--- src/rtl/motcomp_dctcmd_gen.sv ---
// Per-macroblock DCT reorder command generator: reads one 4:2:0 descriptor and queues
// its luma, Cb and Cr commands into a small command FIFO for the DCT-type converter.
module motcomp_dctcmd_gen #(
  parameter int cmd_fifo_addr_width = 4,
  parameter int cmd_fifo_thresh     = 12
) (
  input  logic       clk,
  input  logic       rst,
  input  logic       clk_en,
  input  logic       mb_empty,
  output logic       mb_en,
  input  logic       mb_valid,
  input  logic       mb_dct_type,
  input  logic       mb_field_order,
  output logic       dct_block_empty,
  output logic [2:0] dct_block_cmd,
  input  logic       dct_block_en,
  output logic       dct_block_valid,
  output logic       dct_cmd_overflow
);

  localparam int AW = cmd_fifo_addr_width;
  localparam int DEPTH = 1 << AW;
  localparam logic [AW:0]   FIFO_DEPTH  = (AW+1)'(DEPTH);
  localparam logic [AW:0]   FIFO_THRESH = (AW+1)'(cmd_fifo_thresh);
  localparam logic [AW:0]   CNT_ONE     = (AW+1)'(1);
  localparam logic [AW-1:0] PTR_ONE     = AW'(1);

  localparam logic [2:0] DCT_C1_PASS               = 3'd1;
  localparam logic [2:0] DCT_C1_FRAME_TO_TOP_FIELD = 3'd2;
  localparam logic [2:0] DCT_L4_PASS               = 3'd3;
  localparam logic [2:0] DCT_L4_TOP_FIELD_TO_FRAME = 3'd4;
  localparam logic [2:0] DCT_L4_FRAME_TO_TOP_FIELD = 3'd5;

  localparam logic [2:0] IDLE  = 3'd0;
  localparam logic [2:0] RD_EN = 3'd1;
  localparam logic [2:0] READ  = 3'd2;
  localparam logic [2:0] WR_L  = 3'd3;
  localparam logic [2:0] WR_CB = 3'd4;
  localparam logic [2:0] WR_CR = 3'd5;

  function automatic logic [2:0] luma_cmd(input logic dct_type, input logic field_order);
    logic [2:0] cmd;
    cmd = DCT_L4_PASS;
    if (dct_type && !field_order)
      cmd = DCT_L4_TOP_FIELD_TO_FRAME;
    else if (!dct_type && field_order)
      cmd = DCT_L4_FRAME_TO_TOP_FIELD;
    return cmd;
  endfunction

  function automatic logic [2:0] chroma_cmd(input logic field_order);
    return field_order ? DCT_C1_FRAME_TO_TOP_FIELD : DCT_C1_PASS;
  endfunction

  logic [2:0]    state;
  logic [2:0]    next_state;
  logic          mb_en_q;
  logic          dct_type_p0;
  logic          field_order_p0;
  logic [2:0]    wr_cmd_d;
  logic          wr_vld_p1;
  logic [2:0]    wr_cmd_p1;
  logic [2:0]    mem [DEPTH];
  logic [AW-1:0] wr_ptr;
  logic [AW-1:0] rd_ptr;
  logic [AW:0]   count;
  logic [AW:0]   occupancy;
  logic          prog_full;
  logic          fifo_full;
  logic          fifo_wr;
  logic          fifo_rd;

  // A write still sitting in the p1 register counts against admission.
  assign occupancy = count + (AW+1)'(wr_vld_p1);
  assign prog_full = (occupancy >= FIFO_THRESH);
  assign fifo_full = (count == FIFO_DEPTH);
  assign dct_block_empty = (count == '0);
  assign fifo_wr = wr_vld_p1 && clk_en && !fifo_full;
  assign fifo_rd = dct_block_en && !dct_block_empty;
  assign mb_en = mb_en_q && clk_en;

  always_comb begin
    next_state = state;
    case (state)
      IDLE:    if (!mb_empty && !prog_full) next_state = RD_EN;
      RD_EN:   next_state = READ;
      READ:    if (mb_valid) next_state = WR_L;
      WR_L:    next_state = WR_CB;
      WR_CB:   next_state = WR_CR;
      WR_CR:   next_state = IDLE;
      default: next_state = IDLE;
    endcase
  end

  always_comb begin
    wr_cmd_d = chroma_cmd(field_order_p0);
    if (state == WR_L)
      wr_cmd_d = luma_cmd(dct_type_p0, field_order_p0);
  end

  // Stage p0: sequencer and descriptor strobe
  always_ff @(posedge clk or negedge rst) begin
    if (!rst) begin
      state     <= IDLE;
      mb_en_q   <= 1'b0;
      wr_vld_p1 <= 1'b0;
    end else if (clk_en) begin
      state     <= next_state;
      mb_en_q   <= (state == IDLE) && (next_state == RD_EN);
      wr_vld_p1 <= (state == WR_L) || (state == WR_CB) || (state == WR_CR);
    end
  end

  // Stage p1: latched descriptor fields, registered write command and FIFO storage
  always_ff @(posedge clk) begin
    if (clk_en) begin
      if (state == READ && mb_valid) begin
        dct_type_p0    <= mb_dct_type;
        field_order_p0 <= mb_field_order;
      end
      wr_cmd_p1 <= wr_cmd_d;
    end
    if (fifo_wr)
      mem[wr_ptr] <= wr_cmd_p1;
  end

  // Stage p2: FIFO pointers and read port, read side runs regardless of clk_en
  always_ff @(posedge clk or negedge rst) begin
    if (!rst) begin
      wr_ptr           <= '0;
      rd_ptr           <= '0;
      count            <= '0;
      dct_block_valid  <= 1'b0;
      dct_block_cmd    <= 3'd0;
      dct_cmd_overflow <= 1'b0;
    end else begin
      if (fifo_wr)
        wr_ptr <= wr_ptr + PTR_ONE;
      if (fifo_rd) begin
        rd_ptr        <= rd_ptr + PTR_ONE;
        dct_block_cmd <= mem[rd_ptr];
      end
      dct_block_valid <= fifo_rd;
      case ({fifo_wr, fifo_rd})
        2'b10:   count <= count + CNT_ONE;
        2'b01:   count <= count - CNT_ONE;
        default: count <= count;
      endcase
      if (wr_vld_p1 && clk_en && fifo_full)
        dct_cmd_overflow <= 1'b1;
    end
  end

endmodule

--- config.mk ---
export PLATFORM = sky130hd
export DESIGN_NAME = motcomp_dctcmd_gen
export DESIGN_NICKNAME = d
export VERILOG_FILES = /design/src/rtl/motcomp_dctcmd_gen.sv
export SDC_FILE = /design/constraint.sdc
export NUM_CORES = 1
export LEC_CHECK = 0
export BUFFER_PORTS_ARGS = -buffer_cell sky130_fd_sc_hd__buf_2
export CORE_ASPECT_RATIO = 1.5
export CORE_MARGIN = 2
export CORE_UTILIZATION = 36
export DETAILED_ROUTE_END_ITERATION = 12
export GPL_TIMING_DRIVEN = 0
export PLACE_DENSITY_LB_ADDON = 0.08
export SETUP_SLACK_MARGIN = 0.4
export SYNTH_ARGS = -nofsm -noshare
export SYNTH_HDL_FRONTEND = slang
export SYNTH_SLANG_ARGS = --single-unit
export TNS_END_PERCENT = 20
--- constraint.sdc ---
create_clock -name clk -period 3.75 [get_ports clk]
set_input_delay 0.1875 -clock clk [delete_from_list [all_inputs] [get_ports clk]]
set_output_delay 0.1875 -clock clk [all_outputs]
set_load 0.005 [all_outputs]
==> reports/metrics.cfg <==
[timing]
tns_ns = 0
finClkSkew_ns = 0.005393
setup_slack_ns = 0.6550
setup_viol = 0
fin_crit_sh_pct = 82.53
fmax_mhz = 323.1
worstMarginPinSlew_ns = 0.5838
rsz0062_at_grt = no
finalCriticalPeriod_ns = 3.095
hold_viol_final = 0
drv_slew = 0
maxSlewHeadroom_pct = 61.08

[final_layout]
final_common_cell = edfxtp_1
final_core_util_pct = 42.16
antenna_cells = 0
final_cells = 370
layout.nets = 274
drive_gt1_share_pct = 19.77
syn2layout_area_growth_pct = 14.99
final_cell_mix = 53 x edfxtp_1, 23 x dfrtp_1, 22 x nand2_1
fill_cells = 855

[power_and_ir_drop]
p_total_mw = 2.858
power_density_nw_per_um2 = 736.9
clkPwrFrac_pct = 27.5
ir_drop_mv = 0.2426
power_frac_comb_pct = 29.6
power.leakage_nw = 1.454
p_int_mw = 1.932
power_frac_seq_pct = 42.9
p_sw_uw = 926.1
swShare_pct = 32.40

[logic_synthesis]
synth_top_cell_area_share_pct = 47.18
ys_top_cells_by_area = edfxtp_1 47%, dfrtp_1 17%, mux4_1 4.7%, ha_1 4.5%, mux4_2 4.0%
syn-num-nets = 247
synth_seq_cells = 76
synthArstFlopShare_pct = 30.26
yosysTopAreaCell = edfxtp_1
syn-instance-count = 226
synth_cell_type_count = 41
syn_area_per_cell_um2 = 14.93
synth_edf_count = 53
seq_area_frac_synth_pct = 64.24
synth_ff_type = edfxtp_1
synth_warnings = 0
synth_area_um2 = 3373

[flow_run]
cap_violations = 0

[placement]
place_ws_ns = 0.5078
dp.cells = 352
dp_hpwl_mm = 4.426
gp_congestion = 0.7523
portBuffers = 14

[floorplan]
core-area_um2 = 9200
ioPinCount = 15
die_x_um = 83.04
rows = 43
initial_core_util_pct = 36.67
die-area_um2 = 10180
die_height_um = 122.6

[clock_tree]
cts.clk_slew.worst_paths_ns = 0.06
clock-root-buffer = clkbuf_16
htree_levels = 3
ctsResizeCount = 0
ctsLongestPathBuffers = 2
cts_buffers = 9
clk_latency_ns = 0.33
clock-sinks = 76
cts_tree = yes

[critical_path]
worstPathRequired_ns = 3.95
crit_top_cell = ha_1
slowest_delay_ns = 0.59
crit_path_top_delay_cell = or4_4
crit_path_cell_trace = or4_4 -> o21ai_4 -> inv_4 -> ha_1 -> ha_1 -> nor2b_1 -> o21ai_0 -> a21oi_1 -> or3b_2 -> xnor2_1
critical_path_class = reg2reg
cp_max_fo = 6
arrival_ns = 3.30
cp-end-kind = flip-flop
setup.worst_path.start_class = flip-flop

[grt]
grt_remaining_overflow = 0
grt_pass1_wl_mm = 10.41
grt_max_degree = 24
grt_use_total_pct = 13.97
grt_antenna_before_repair = 0
grt_pass1_vias = 1921

[detailed_routing]
drt-initial-drc-count = 58
drc_errors = 0
first_pass_iters = 4
wire_per_inst_um = 16.71
vias = 1813
viasPerCell = 4.900
ant_nets = 0
routed_wirelength_mm = 6.183

[worst_hold_path]
hold_path.class = in2reg

[outcome]
status = completed

metal layers:
layer	GRT usage (%)	wire length, µm
met5	0	0
met3	3.631	191
met2	25.40	3409
met1	14.80	2424
met4	7.377	157
final cells by class:
class | instances | area, µm² | area share [%]
Sequential cell | 76 | 2167 | 55.87
Inverter | 10 | 40.04 | 1.032
Clock inverter | 7 | 52.55 | 1.355
Clock buffer | 9 | 225.2 | 5.806
Multi-Input combinational cell | 132 | 1120 | 28.87
Timing Repair Buffer | 16 | 87.58 | 2.258
Buffer | 8 | 46.29 | 1.194
Tap cell | 112 | 140.1 | 3.613
kinds of logic after synthesis:
kind of cell	synth area share, %
DFF	64.24
and+or+nand+nor	8.791
AOI/OAI and AO/OA	4.971
muxes	11.80
buffers and inverters	2.559
adders and majority gates	5.044
xor gates and xnor gates	2.597
critical path: cells and delay by family, from the launching register on:
family,cells,cell delay (ns)
AND/OR/NAND/NOR,3,1.19
adder cells (fa/ha/maj),2,0.59
AO/OA/AOI/OAI,3,0.52
flip-flops,1,0.45
XOR/XNOR,1,0.14
buffers and inverters,1,0.08
path summary, 6_finish.rpt:
| path | from | endpoint | slack [ns] | depth (start not counted) |
|---|---|---|---|---|
| max | count[1]$_DFFE_PN0P_ | count[4]$_DFFE_PN0P_ | 0.65 | 10 |
| min | mb_field_order | field_order_p0$_DFFE_PP_ | 0.03 | 1 |
| max reg2reg | count[1]$_DFFE_PN0P_ | count[4]$_DFFE_PN0P_ | 0.65 | 10 |
| min reg2reg | dct_block_cmd[2]$_DFFE_PN0P_ | dct_block_cmd[2]$_DFFE_PN0P_ | 0.47 | 2 |
| max in group asynchronous | rst | count[1]$_DFFE_PN0P_ | 2.97 | 2 |
| min in group asynchronous | rst | rd_ptr[2]$_DFFE_PN0P_ | 0.39 | 2 |
repair_timing:
item                                    CTS  global route
hold buffers                              1             0
setup buffers                             0             1
hold endpoints to repair                 23             0
endpoints found under the setup margin    0             1
state kept, by name (all words and copies together), names as in the netlist:
name,flops
mem,48
count,5
rd_ptr,4
wr_ptr,4
dct_block_cmd,3
state,3
wr_cmd_p1,3
dct_block_valid,1
dct_cmd_overflow,1
dct_type_p0,1
field_order_p0,1
mb_en_q,1
wr_vld_p1,1
stage by stage:
step	hold WS (ns)	cell area (µm²)
floorplan	-0.1081	3373
global placement	0.2322	3583
detailed placement	0.2303	3583
CTS	0.006915	3871
global route	0.01667	3879
finish	0.02553	3879
power by group through the flow:
stage                     sequential, mW  combinational (mW)  clock [mW]
after CTS                           1.23               0.866       0.820
after detailed placement            1.24               0.862           0
final                               1.23               0.845       0.787
after global routing                1.25               0.968       0.846
after global placement              1.24               0.854           0
after floorplan                     1.20               0.669           0
synth_stat cells, types with 2 or more instances:
library cell	number
xnor2_1	8
a21oi_1	4
inv_1	9
nor3_1	4
edfxtp_1	53
xor2_1	2
clkbuf_1	4
nor2b_1	3
nand3b_1	2
a31oi_1	2
mux4_2	6
o21ai_0	12
ha_1	12
nor4_1	2
nand2b_1	4
mux2i_1	6
dfrtp_1	23
nand3_1	2
mux4_1	6
mux2_2	4
buf_6	2
nand2_1	22
nor2_1	16
Note: power is estimated with default switching activity, not from simulation.
